[config.mk]
export PLATFORM = sky130hd
export DESIGN_NAME = ps2_code_assembler
export DESIGN_NICKNAME = d
export VERILOG_FILES = /design/src/rtl/ps2_code_assembler.sv
export SDC_FILE = /design/constraint.sdc
export NUM_CORES = 1
export LEC_CHECK = 0
export BUFFER_PORTS_ARGS = -buffer_cell sky130_fd_sc_hd__buf_4
export CORE_MARGIN = 3
export CORE_UTILIZATION = 56
export DETAILED_ROUTE_END_ITERATION = 8
export PLACE_DENSITY = 0.84
export SLEW_MARGIN = 15
export SYNTH_ARGS = -nofsm -noshare
export SYNTH_HDL_FRONTEND = slang
export SYNTH_SLANG_ARGS = --single-unit
[constraint.sdc]
create_clock -name clk -period 2.6 [get_ports clk]
set_input_delay 0.13 -clock clk [delete_from_list [all_inputs] [get_ports clk]]
set_output_delay 0.13 -clock clk [all_outputs]
set_load 0.02 [all_outputs]
[src/rtl/ps2_code_assembler.sv]
// ps2_code_assembler
//   Turns a stream of validated PS/2 set-2 scan bytes into key events
//   {code, ext, brk}. E0 marks an extended key, F0 marks a key release.
//   Events are queued in a DEPTH-entry FIFO with a ready/valid output.
//   disp carries {prefix, code} of the most recently assembled event
//   for the 7-segment hex stage.
//   ovf is sticky once an event is lost to a full FIFO.
//
//   Optional feature: define ASM_TIMEOUT_EN to abandon a half-received
//   prefix sequence after TIMEOUT_CYC idle clocks.
module ps2_code_assembler #(
    parameter int DEPTH = 4
`ifdef ASM_TIMEOUT_EN
    , parameter int TIMEOUT_CYC = 1_500_000
`endif
) (
    input  logic        clk,
    input  logic        rst,
    input  logic [7:0]  byte_data,
    input  logic        byte_valid,
    input  logic        byte_err,
    output logic [7:0]  ev_code,
    output logic        ev_ext,
    output logic        ev_brk,
    output logic        ev_valid,
    input  logic        ev_ready,
    output logic [15:0] disp,
    output logic        ovf
);

    localparam int AW = $clog2(DEPTH);
    localparam int CW = AW + 1;
    localparam logic [CW-1:0] FULL_CNT = CW'(DEPTH);

    localparam logic [7:0] CODE_EXT = 8'hE0;
    localparam logic [7:0] CODE_BRK = 8'hF0;

    typedef enum logic [1:0] {
        IDLE,
        EXT,
        BRK,
        EXTBRK
    } state_t;

    typedef struct packed {
        logic [7:0] code;
        logic       ext;
        logic       brk;
    } ev_t;

    state_t        state;
    state_t        state_nxt;
    logic          accepted;
    logic          rejected;
    logic          timeout;
    logic          push_req;
    ev_t           push_ev;
    logic          in_ext;
    logic          in_brk;

    ev_t           mem [DEPTH];
    ev_t           head;
    logic [AW-1:0] wr_ptr;
    logic [AW-1:0] rd_ptr;
    logic [CW-1:0] count;
    logic          full;
    logic          pop;
    logic          do_push;

    assign accepted = byte_valid & ~byte_err;
    assign rejected = byte_valid & byte_err;

`ifdef ASM_TIMEOUT_EN
    localparam int TW = $clog2(TIMEOUT_CYC);

    logic [TW-1:0] tmo_cnt;

    // Idle-time counter for a pending prefix; any accepted byte restarts it.
    always_ff @(posedge clk) begin
        if (rst || state == IDLE || accepted) begin
            tmo_cnt <= '0;
        end else begin
            tmo_cnt <= tmo_cnt + TW'(1);
        end
    end

    assign timeout = (state != IDLE) && (tmo_cnt == TW'(TIMEOUT_CYC - 1));
`else
    assign timeout = 1'b0;
`endif

    // The prefix state alone tells which flags the final byte carries.
    assign in_ext = (state == EXT) || (state == EXTBRK);
    assign in_brk = (state == BRK) || (state == EXTBRK);

    // State register.
    always_ff @(posedge clk) begin
        // NOTE: sequential state uses non-blocking assignments.
        // All flops then sample pre-edge values regardless of block order.
        if (rst) begin
            state <= IDLE;
        end else begin
            state <= state_nxt;
        end
    end

    // Next-state and emit decode; an accepted byte takes priority over a timeout.
    always_comb begin
        // NOTE: every output of this block is defaulted first.
        // An incomplete assignment path would otherwise infer a latch.
        state_nxt = state;
        push_req  = 1'b0;
        push_ev   = {byte_data, in_ext, in_brk};
        if (accepted) begin
            if (byte_data == CODE_EXT) begin
                // A fresh E0 always restarts as an extended sequence.
                // Any pending break is dropped.
                state_nxt = EXT;
            end else if (byte_data == CODE_BRK) begin
                state_nxt = in_ext ? EXTBRK : BRK;
            end else begin
                push_req  = 1'b1;
                state_nxt = IDLE;
            end
        end else if (rejected || timeout) begin
            state_nxt = IDLE;
        end
    end

    assign ev_valid = (count != '0);
    assign full     = (count == FULL_CNT);
    assign pop      = ev_valid & ev_ready;
    // A pop in the same cycle frees the slot, so a full FIFO still accepts.
    assign do_push  = push_req & (~full | pop);

    // Event storage.
    always_ff @(posedge clk) begin
        // NOTE: the storage array has no reset.
        // Outputs are masked while the FIFO is empty, so stale contents are never visible.
        if (do_push) begin
            mem[wr_ptr] <= push_ev;
        end
    end

    // FIFO pointers and occupancy.
    always_ff @(posedge clk) begin
        if (rst) begin
            wr_ptr <= '0;
            rd_ptr <= '0;
            count  <= '0;
        end else begin
            if (do_push) begin
                wr_ptr <= wr_ptr + AW'(1);
            end
            if (pop) begin
                rd_ptr <= rd_ptr + AW'(1);
            end
            case ({do_push, pop})
                2'b10:   count <= count + CW'(1);
                2'b01:   count <= count - CW'(1);
                default: count <= count;
            endcase
        end
    end

    // Display word and sticky overflow flag.
    // disp tracks every emit, including events dropped on overflow.
    always_ff @(posedge clk) begin
        if (rst) begin
            disp <= 16'h0000;
            ovf  <= 1'b0;
        end else begin
            if (push_req) begin
                if (push_ev.brk) begin
                    disp <= {CODE_BRK, push_ev.code};
                end else if (push_ev.ext) begin
                    disp <= {CODE_EXT, push_ev.code};
                end else begin
                    disp <= {8'h00, push_ev.code};
                end
            end
            if (push_req && full && !pop) begin
                ovf <= 1'b1;
            end
        end
    end

    assign head = mem[rd_ptr];
    assign {ev_code, ev_ext, ev_brk} = ev_valid ? head : '0;

endmodule

==> flow_summary_export.csv <==
group,metric,value,unit
outcome,status,"complete, no violations",
floorplanning,floorplan.initialDensity,0.594,
critical_path,cp-start-kind,"flip-flop",
critical_path,r2r-end,"count[2]",
global_routing,antenna_found_initial,0,
timing,relSlewSlack,0.615,
critical_path,required,2.81,ns
cells_and_area,num_antenna_cells,0,
pwr,powerDensity,861,nW/µm²
cells_and_area,layout.nets,233,
cells_and_area,fin_area,3110,µm²
detailed_routing,vias,1490,
worst_hold_path,holdPathEnd,"state[0]",
cells_and_area,fill_cells,302,
cts,post-cts-setup-buffers,0,
detailed_routing,ant_nets,0,
floorplanning,dieArea,5570,µm²
timing,fin_setup_tns,0,ns
floorplanning,die_h,74.6,µm
global_routing,grt_overflow,0,
pwr,p_leak,1.17,nW
worst_hold_path,hold_path_startpoint,"byte_valid",
place,hpwl,3310,µm
cts,cts_tree,"yes",
timing,max_freq,0.489,GHz
critical_path,crit_path_top_delay_cell,"dfxtp_1",
detailed_routing,dr.pass1.iters,4,
cts,clk_pin_slew,0.06,ns
place,dpl.cell_count,256,
global_routing,grt_pass1_wl,7400,µm
synth,syn_area,2640,µm²
floorplanning,core_area,4440,µm²
global_routing,grt_pass1_vias,1550,
timing,fin_crit,2.04,ns
synth,ys_warn_count,0,
synth,yosys-top-cells-area,"edfxtp_1, dfxtp_1, mux4_2, and2_1, mux2i_1",
detailed_routing,drt-wirelength-per-cell,17.0,µm
cts,clock-sinks,62,
worst_hold_path,worstHoldPathCells,2,
detailed_routing,wirelength,4640,µm
detailed_routing,viasPerCell,5.48,
floorplanning,die_w,74.6,µm
synth,netlist_instances,176,
timing,fin_skew,0.00517,ns
detailed_routing,drcViolationCount,0,
synth,synth_edf_count,40,
timing,setup_viol,0,
place,io_buffers,36,
timing,timing.final.crit_share,0.786,
critical_path,path_buf_inv,1,
synth,yosys.area.top_type_share,0.455,
cts,cts_resized,0,
cts,hold_buffers,0,
critical_path,crit_chain,"o31ai_2 > buf_4 > nor2_1 > fa_1 > and2_1 > a22oi_2 > mux2_4",
critical_path,cp_slowest_stage_delay,0.38,ns
detailed_routing,drt_iter0_drc,134,
global_routing,grt_max_degree,25,
timing,fin_hold_ws,0.0233,ns
timing,rsz0062_at_grt,"false",
cts,clk_latency,0.31,ns
synth,synth_most_common_cell,"edfxtp_1",
synth,syn_avg_cell_area,15.0,µm²
cells_and_area,multi_input_area,925,µm²
synth,synth_top_cell_by_area,"edfxtp_1",
cells_and_area,syn2layout_area_growth,18.0,%
worst_hold_path,hold_path_class,"input port to flip-flop",
place,place.gp.congestion,0.794,
flow_run,maxCapViolCount,0,
cts,cts_buffers,9,
place,dpl_cell_area,2930,µm²
place,pre_cts_ws,0.428,ns
synth,ys_seq_area_frac,0.622,
critical_path,crit_fanout,6,
cells_and_area,layout-drive-gt1-share,0.336,
critical_path,path_class,"flip-flop to flip-flop",
synth,ys_types,39,
floorplanning,ios,41,
cells_and_area,final_cells,272,
critical_path,timing.rr.start,"count[0]",
timing,fin_ws,0.556,ns
critical_path,arrival,2.25,ns
pwr,peakVddDrop,0.455,mV
timing,hold_viol_final,0,
synth,synthFlopType,"edfxtp_1",
cells_and_area,post-route-util,0.701,
cts,clockBufferDepth,2,
critical_path,r2r_slack,0.56,ns
timing,final_max_slew_viol_count,0,
cts,root_buffer,"clkbuf_8",
synth,ys_seq_elements,62,
cells_and_area,seq_area,1640,µm²
critical_path,r2r_cells,7,
timing,tightest_slew,0.578,ns
critical_path,cp_top_family,"compound AO/OA/AOI/OAI gates",
synth,synth_common_cells,"edfxtp_1, dfxtp_1, nor2_1, and2_1, mux4_2",
critical_path,cp-end-kind,"flip-flop",
cts,htreeDepth,3,
global_routing,grt.total_usage,0.187,
floorplanning,fp-row-count,24,
synth,ys_async_sr_fraction,0,
pwr,p_total,2.68,mW
[registers in the layout, summed over array words and instances (netlist names), named ones only]
name    flops
mem        40
count       3
rd_ptr      2
disp       10
ovf         1
state       2
wr_ptr      2
[cell type report]
| class | instances | area share |
|---|---|---|
| Tap cell | 52 | 0.0209 |
| Clock buffer | 14 | 0.0490 |
| Inverter | 3 | 0.00362 |
| Sequential cell | 62 | 0.527 |
| Clock inverter | 2 | 0.0108 |
| Multi-Input combinational cell | 101 | 0.297 |
| Timing Repair Buffer | 38 | 0.0916 |
[where the power goes]
group	leakage, nW	internal [mW]	total [mW]	switching [mW]
registers	0.547	1.11	1.17	0.0651
clock network	0.0923	0.468	0.794	0.326
logic	0.527	0.352	0.714	0.362
total	1.17	1.93	2.68	0.753
[cells by family (layout without fill, tap and decap cells)]
| kind of cell | count (synthesis) | count (layout) | synth area share |
|---|---|---|---|
| DFF | 62 | 62 | 0.622 |
| and+or+nand+nor | 55 | 55 | 0.124 |
| muxes | 21 | 21 | 0.136 |
| buffers and inverters | 16 | 57 | 0.0318 |
| AOI/OAI and AO/OA | 13 | 13 | 0.0484 |
| adders and majority gates | 5 | 5 | 0.0266 |
| xor gates and xnor gates | 3 | 3 | 0.00996 |
| other | 1 | 4 | 0.00142 |
[layer usage]
layer / share of wire / global-route usage
met1: 0.43 / 0.236
met2: 0.50 / 0.300
met3: 0.059 / 0.0574
met4: 0.013 / 0.0810
met5: 0 / 0
[worst max-delay path by stage]
stage	to	cells past startpoint	start
final	count[2]	7	count[0]
after global routing	ev_code[1]	4	flip-flop
after CTS	count[2]	7	count[0]
after detailed placement	count[2]	8	byte_data[6]
after global placement	count[2]	8	byte_data[6]
after floorplan	count[2]	6	count[0]
[placed cells by master (no fill, tap or decap), types with 2 or more instances in the layout]
cell type  instances
a21oi_1            6
and2_1            15
and2b_2            2
buf_4             38
clkbuf_1           4
clkbuf_8          10
conb_1             4
dfxtp_1           22
edfxtp_1          40
ha_1               4
inv_1              3
mux2_4             2
mux2i_1            8
mux4_2            10
nand2_1            6
nand2b_1           3
nor2_1            18
or3_1              2
xor2_1             2
No activity file was read; power rests on OpenSTA's default activity.
